==> config.mk <==
export PLATFORM = sky130hd
export DESIGN_NAME = cla_adder_128
export DESIGN_NICKNAME = d
export VERILOG_FILES = /design/src/rtl/cla_pkg.sv /design/src/rtl/cla_node4.sv /design/src/rtl/cla_adder_128.sv
export SDC_FILE = /design/constraint.sdc
export NUM_CORES = 1
export LEC_CHECK = 0
export ABC_CLOCK_PERIOD_IN_PS = 800
export CORE_UTILIZATION = 29
export CTS_CLUSTER_DIAMETER = 30
export DETAILED_ROUTE_END_ITERATION = 12
export SYNTH_ARGS = -nofsm -noshare
export SYNTH_HDL_FRONTEND = slang
export SYNTH_SLANG_ARGS = --single-unit
==> constraint.sdc <==
create_clock -name clk -period 0.8 [get_ports clk]
set_input_delay 0.16 -clock clk [delete_from_list [all_inputs] [get_ports clk]]
set_output_delay 0.16 -clock clk [all_outputs]
set_load 0.1 [all_outputs]
==> src/rtl/cla_pkg.sv <==
// Shared types and constants for the 4-ary carry-lookahead adder.
// Optional build macro used by the top level: CLA_IN_REG_EN.
package cla_pkg;

  localparam int CLA_WIDTH = 128;
  localparam int CLA_BLK   = 4;

  // Number of radix-sized tree levels needed to cover n leaves, rounded up.
  function automatic int cla_levels(input int n, input int radix);
    int lvl;
    int span;
    lvl  = 0;
    span = 1;
    while (span < n) begin
      span = span * radix;
      lvl  = lvl + 1;
    end
    return lvl;
  endfunction

  // Offset of tree level k inside a flat array holding every level,
  // leaves (level 0) first, root (level `levels`) last.
  function automatic int cla_off(input int radix, input int levels, input int k);
    int off;
    off = 0;
    for (int j = 0; j < k; j++) begin
      off = off + radix ** (levels - j);
    end
    return off;
  endfunction

  localparam int CLA_LEVELS = cla_levels(CLA_WIDTH, CLA_BLK);

  typedef struct packed {
    logic p;
    logic g;
  } pg_t;

endpackage

==> src/rtl/cla_node4.sv <==
// One 4-input lookahead node: merges four (P,G) pairs into a group pair and
// derives the carries into children 1..3 from the node carry-in. Child 0
// simply inherits the node carry-in, which the parent wires up directly.
module cla_node4
  import cla_pkg::*;
(
  input  pg_t  [3:0] i_pg,
  input  logic       i_cy,
  output pg_t        o_pg,
  output logic [2:0] o_cy
);

  logic [3:0] w_p;
  logic [3:0] w_g;

  // Split the packed pairs into separate propagate/generate vectors.
  always_comb begin
    w_p = '0;
    w_g = '0;
    for (int k = 0; k < 4; k++) begin
      w_p[k] = i_pg[k].p;
      w_g[k] = i_pg[k].g;
    end
  end

  assign o_cy[0] = w_g[0]
                 | (w_p[0] & i_cy);
  assign o_cy[1] = w_g[1]
                 | (w_p[1] & w_g[0])
                 | (w_p[1] & w_p[0] & i_cy);
  assign o_cy[2] = w_g[2]
                 | (w_p[2] & w_g[1])
                 | (w_p[2] & w_p[1] & w_g[0])
                 | (w_p[2] & w_p[1] & w_p[0] & i_cy);

  assign o_pg.p = &w_p;
  assign o_pg.g = w_g[3]
                | (w_p[3] & w_g[2])
                | (w_p[3] & w_p[2] & w_g[1])
                | (w_p[3] & w_p[2] & w_p[1] & w_g[0]);

endmodule

==> src/rtl/cla_adder_128.sv <==
// Registered carry-lookahead adder: {carry_out,sum} = a + b + c, plus the
// whole-word group propagate/generate for cascading into a larger tree.
// Build option: define CLA_IN_REG_EN to register a/b/c before the tree
// (latency 2 instead of 1, still one result per cycle).
//
// The tree is built over BLK**LEVELS leaves. When WIDTH is not an exact
// power of BLK the surplus leaves are tied to p=1,g=0: that is the identity
// for the group equations, so the root P/G and all real carries are exact.
module cla_adder_128
  import cla_pkg::*;
#(
  parameter int WIDTH = CLA_WIDTH,
  parameter int BLK   = CLA_BLK
) (
  input  logic             clk,
  input  logic             rst_n,
  input  logic [WIDTH-1:0] a,
  input  logic [WIDTH-1:0] b,
  input  logic             c,
  output logic [WIDTH-1:0] sum,
  output logic             carry_out,
  output logic             P_ik,
  output logic             G_ik
);

  localparam int LEVELS = cla_levels(WIDTH, BLK);
  localparam int NLEAF  = BLK ** LEVELS;
  localparam int TOTAL  = cla_off(BLK, LEVELS, LEVELS + 1);
  localparam int ROOT   = TOTAL - 1;

  logic [WIDTH-1:0] w_a;
  logic [WIDTH-1:0] w_b;
  logic             w_c;

`ifdef CLA_IN_REG_EN
  logic [WIDTH-1:0] r_a;
  logic [WIDTH-1:0] r_b;
  logic             r_c;

  // Operand capture stage in front of the lookahead tree.
  always_ff @(posedge clk or negedge rst_n) begin
    if (!rst_n) begin
      r_a <= '0;
      r_b <= '0;
      r_c <= 1'b0;
    end else begin
      r_a <= a;
      r_b <= b;
      r_c <= c;
    end
  end

  assign w_a = r_a;
  assign w_b = r_b;
  assign w_c = r_c;
`else
  assign w_a = a;
  assign w_b = b;
  assign w_c = c;
`endif

  // Flat storage for every tree level: w_pg holds each entry's (P,G),
  // w_cy holds the carry flowing into that entry from above.
  pg_t  w_pg [TOTAL];
  logic w_cy [TOTAL];

  logic [WIDTH-1:0] w_sum;
  logic             w_cout;

  genvar gi, gk, gj;

  // Bit-level propagate/generate, with identity padding above WIDTH.
  for (gi = 0; gi < NLEAF; gi++) begin : g_leaf
    if (gi < WIDTH) begin : g_real
      assign w_pg[gi] = '{p: w_a[gi] ^ w_b[gi], g: w_a[gi] & w_b[gi]};
    end else begin : g_pad
      assign w_pg[gi] = '{p: 1'b1, g: 1'b0};
    end
  end

  // Lookahead tree: level gk feeds nodes at level gk+1.
  for (gk = 0; gk < LEVELS; gk++) begin : g_level
    localparam int CO = cla_off(BLK, LEVELS, gk);
    localparam int PO = cla_off(BLK, LEVELS, gk + 1);
    for (gj = 0; gj < BLK ** (LEVELS - gk - 1); gj++) begin : g_node
      logic [2:0] w_node_cy;

      cla_node4 u_node (
        .i_pg ({w_pg[CO + BLK*gj + 3], w_pg[CO + BLK*gj + 2],
                w_pg[CO + BLK*gj + 1], w_pg[CO + BLK*gj]}),
        .i_cy (w_cy[PO + gj]),
        .o_pg (w_pg[PO + gj]),
        .o_cy (w_node_cy)
      );

      assign w_cy[CO + BLK*gj]     = w_cy[PO + gj];
      assign w_cy[CO + BLK*gj + 1] = w_node_cy[0];
      assign w_cy[CO + BLK*gj + 2] = w_node_cy[1];
      assign w_cy[CO + BLK*gj + 3] = w_node_cy[2];
    end
  end

  assign w_cy[ROOT] = w_c;
  assign w_cout     = w_pg[ROOT].g | (w_pg[ROOT].p & w_c);

  // Sum bits from bit propagate and the carry delivered by the tree.
  for (gi = 0; gi < WIDTH; gi++) begin : g_sum
    assign w_sum[gi] = w_pg[gi].p ^ w_cy[gi];
  end

  logic [WIDTH-1:0] r_sum;
  logic             r_cout;
  logic             r_p;
  logic             r_g;

  // Output stage: all four results update together on the same edge.
  always_ff @(posedge clk or negedge rst_n) begin
    if (!rst_n) begin
      r_sum  <= '0;
      r_cout <= 1'b0;
      r_p    <= 1'b0;
      r_g    <= 1'b0;
    end else begin
      r_sum  <= w_sum;
      r_cout <= w_cout;
      r_p    <= w_pg[ROOT].p;
      r_g    <= w_pg[ROOT].g;
    end
  end

  assign sum       = r_sum;
  assign carry_out = r_cout;
  assign P_ik      = r_p;
  assign G_ik      = r_g;

endmodule

==> impl_summary.txt, run 1 <==
----------------------------------------------------
[Run status]
  Outcome ... finished, violations left
  Violated checks ... negative setup slack

[Power]
  Switch share ... 44.7%
  Power density of the placed cells ... 2100 mW/mm^2
  Logic pwr share ... 60.9%
  Maximum VDD drop ... 2.34 mV
  Power spent charging and discharging nets ... 21.8 mW
  Leakage dissipation ... 10.3 nW
  Clk network pwr share ... 18.0%
  PnR Total Power ... 48.8 mW
  Register share of total power ... 21.1%
  Internal power ... 27.0 mW

[GRT]
  Congestion Overflow GR ... 0
  GRT Overall Usage ... 24.5%
  Pin count of the biggest net entering global routing ... 27
  Via count of the first global-routing pass ... 11952
  Initial antenna violation count ... 6
  First-pass GRT wire length ... 63.1 mm

[Final layout]
  Fraction of final layout cells sized beyond drive strength 1 ... 72.8%
  Layout overhead on the synthesized area ... 143%
  Number of nets at the end of the flow ... 2251
  Non-filler cells in the finished layout ... 2293

[Timing]
  Worst slew pin tran ... 407 ps
  Peak clock frequency supported by timing ... 375 MHz
  Final critical delay including setup and external delays ... 2670 ps
  Tcrit/Tclk final ... 333%
  Number of slew-limit violations in the final report ... 0
  Max_slew headroom ... 72.9%
  Count of endpoints failing setup in the final report ... 262
  Setup repair after global routing missed its margin ... yes
  Final-report hold violation count ... 0
  Final worst slack ... -1870 ps

[Clock network]
  Clock tree from TritonCTS ... built
  Clock-pin slew on the worst setup and hold paths ... 60 ps
  Number of sinks handled by clock tree synthesis ... 131
  Library cell used as clock root buffer ... sky130_fd_sc_hd__clkbuf_16
  Number of buffers on the longest clock path ... 2
  Number of CTS-inserted buffers ... 17
  H-Tree Level Count ... 4

[Routing]
  DRC violation count after routing ... 0
  Detailed Route Iter0 Violations ... 460
  Vias per cell ... 4.84
  Total vias in the final route ... 11099
  Number of nets with antenna violations after routing ... 0
  DRT Pass-1 Iters ... 4
  Average wire per standard cell ... 19.1 um
  Total Routed Length ... 43.9 mm

[Place]
  Global placer's final weighted congestion ... 0.879
  DPL Wire Length ... 32.3 mm
  Port Buffers ... 389
  Number of placed instances with taps included ... 2104

[Critical path]
  Sort of element at the end of the critical path ... flip-flop
  Critical path data required time ... 1100 ps
  Highest net fanout along the worst path ... 3
  CP Data Arrival Time ... 2970 ps
  Type of the worst setup path ... in -> reg
  CP startpoint kind ... primary input

[Floorplan]
  Initial standard-cell utilization of the core ... 29.4%
  I/O pin count ... 390
  Std-Cell Core Area ... 0.0325 mm^2
  DIE AREA ... 0.0337 mm^2
  Number of rows in the core area ... 66
  DIE HEIGHT ... 183 um
  X dimension of the die ... 183 um

[Min path]
  Worst min path class ... in -> reg

[Yosys]
  Net Count, Synth ... 1345
  Netlist cell types ... 80
  Post-synthesis instance area ... 0.00955 mm^2
  Main area contributors after synthesis ... sky130_fd_sc_hd__dfrtp_1 34%, sky130_fd_sc_hd__ha_1 17%, sky130_fd_sc_hd__fa_1 6.7%
  Async SR Flop Fraction ... 100%
  Main synth FF type ... sky130_fd_sc_hd__dfrtp_1
  Number of enable flip-flop cells after synthesis ... 0
  Area leader, netlist ... sky130_fd_sc_hd__dfrtp_1
  Proportion of netlist area held by the largest area contributor ... 34.3%
  Count of state elements after synthesis ... 131
  Proportion of synthesized chip area in sequential cells ... 34.3%
  Post-Syn Area per Cell ... 10.3 um^2
  Cell count after synthesis ... 926
  Yosys synthesis warning count ... 0

[Job]
  Count of max-cap constraint violations ... 0

----------------------------------------------------
kinds of logic (layout without fill, tap and decap cells):
family	Yosys count	after routing	synth area share (%)
AND/OR/NAND/NOR	246	246	13.8
adder cells (fa/ha/maj)	160	160	23.5
AO/OA/AOI/OAI	252	252	18.4
XOR/XNOR	82	82	7.52
other	0	6	0
buffers and inverters	51	970	2.04
flip-flops	131	131	34.3
multiplexers	4	4	0.419
per-layer routing:
metal  track usage (%)  routed length, um  up-vias
met5                 0                  0        -
met4              8.67               1430        0
met3              7.53               3230       80
met2              45.8              23500      379
met1              25.7              15800     5403
li1                  -                  -     5237
critical path, stage by stage:
cell and delay (ps):
sky130_fd_sc_hd__buf_6 100, sky130_fd_sc_hd__ha_4 260, sky130_fd_sc_hd__nand4_1 190, sky130_fd_sc_hd__buf_4 200, sky130_fd_sc_hd__or4_4 580, sky130_fd_sc_hd__nor3_4 150, sky130_fd_sc_hd__and3_4 240, sky130_fd_sc_hd__nor2_4 50
sky130_fd_sc_hd__and4_4 200, sky130_fd_sc_hd__nor3_4 240, sky130_fd_sc_hd__or2_4 180, sky130_fd_sc_hd__fa_2 420
layout make-up:
class	count	area, um^2
Sequential cell	131	3770
Fill cell	2201	9250
Antenna cell	6	15.0
Clock buffer	20	467
Clock inverter	12	176
Inverter	49	199
Multi-Input combinational cell	744	9070
Tap cell	442	553
Timing Repair Buffer	889	8960
metrics by stage:
step | utilization (%) | setup TNS (ps) | area, um^2 | worst slack, ps | hold slack, ps
floorplan | - | -172200 | 10900 | -1870 | -136
global placement | 59.7 | -288870 | 19400 | -2620 | 83.0
detailed placement | 59.7 | -293930 | 19400 | -2690 | 80.9
CTS | 67.8 | -245410 | 22000 | -1790 | 81.6
global route | 71.5 | -261200 | 23200 | -1900 | 33.1
finish | 71.5 | -246610 | 23200 | -1870 | 44.8
sequential cells by signal, summed over array words and instances (netlist names):
name,count
sum,128
carry_out,1
P_ik,1
G_ik,1
cells in the final DEF, fill, tap and decap left out, drive strengths merged, types with 27 or more instances in the layout:
master / instances
clkdlybuf4s15: 55
xnor2: 36
clkbuf: 64
dfrtp: 131
fa: 32
ha: 128
o21ai: 43
a21oi: 80
nand2: 53
inv: 51
a21o: 43
nor2: 59
buf: 725
nand4: 27
xor2: 46
dlymetal6s2s: 31
timing repair:
action	CTS	global route
buffers inserted	121	56
endpoints found under the setup margin	262	262
resized for setup	823	315
pin swaps	248	168
endpoints found under the hold margin	131	0
hold buffers	1	0
power by group through the flow:
stage          Sequential (mW)  Clock (mW)  Combinational, mW
3_5_place_dp              10.4           0               26.7
6_report                  10.3        8.77               29.7
3_3_place_gp              10.4           0               26.4
4_1_cts                   10.3        8.93               28.4
5_1_grt                   10.5        9.21               30.9
2_1_floorplan             20.4           0               4.55
path summary, 6_finish.rpt:
path                       start       end  slack, ps  depth (start not counted)
max in group asynchronous  rst_n   sum[94]         50                          3
max                        b[28]  sum[100]      -1870                         12
min                        b[12]   sum[12]         40                          2
min in group asynchronous  rst_n  sum[103]        230                          2
cells in the mapped netlist, types with 4 or more instances:
master / n
sky130_fd_sc_hd__a211o_1: 4
sky130_fd_sc_hd__a211oi_1: 7
sky130_fd_sc_hd__a21o_1: 40
sky130_fd_sc_hd__a21oi_1: 79
sky130_fd_sc_hd__a221oi_1: 8
sky130_fd_sc_hd__a31oi_1: 9
sky130_fd_sc_hd__and3_1: 11
sky130_fd_sc_hd__and4_1: 4
sky130_fd_sc_hd__dfrtp_1: 131
sky130_fd_sc_hd__fa_1: 32
sky130_fd_sc_hd__ha_1: 128
sky130_fd_sc_hd__inv_1: 49
sky130_fd_sc_hd__mux2i_1: 4
sky130_fd_sc_hd__nand2_1: 53
sky130_fd_sc_hd__nand3_1: 23
sky130_fd_sc_hd__nand4_1: 24
sky130_fd_sc_hd__nor2_1: 58
sky130_fd_sc_hd__nor2b_1: 18
sky130_fd_sc_hd__nor3_1: 12
sky130_fd_sc_hd__nor3_2: 4
sky130_fd_sc_hd__nor4_1: 7
sky130_fd_sc_hd__o21a_1: 6
sky130_fd_sc_hd__o21ai_0: 31
sky130_fd_sc_hd__o21ai_1: 9
sky130_fd_sc_hd__o21bai_1: 6
sky130_fd_sc_hd__or2_2: 5
sky130_fd_sc_hd__xnor2_1: 36
sky130_fd_sc_hd__xor2_1: 46
(Power assumes the default switching activity.)
==> run 2, diff against run 1 <==
--- a/config.mk
+++ b/config.mk
@@ -5,7 +5,6 @@
 export SDC_FILE = /design/constraint.sdc
 export NUM_CORES = 1
 export LEC_CHECK = 0
-export ABC_CLOCK_PERIOD_IN_PS = 800
 export CORE_UTILIZATION = 29
 export CTS_CLUSTER_DIAMETER = 30
 export DETAILED_ROUTE_END_ITERATION = 12
==> results of run 2 <==
Final layout, timing and power as in run 1 (identical DEF).
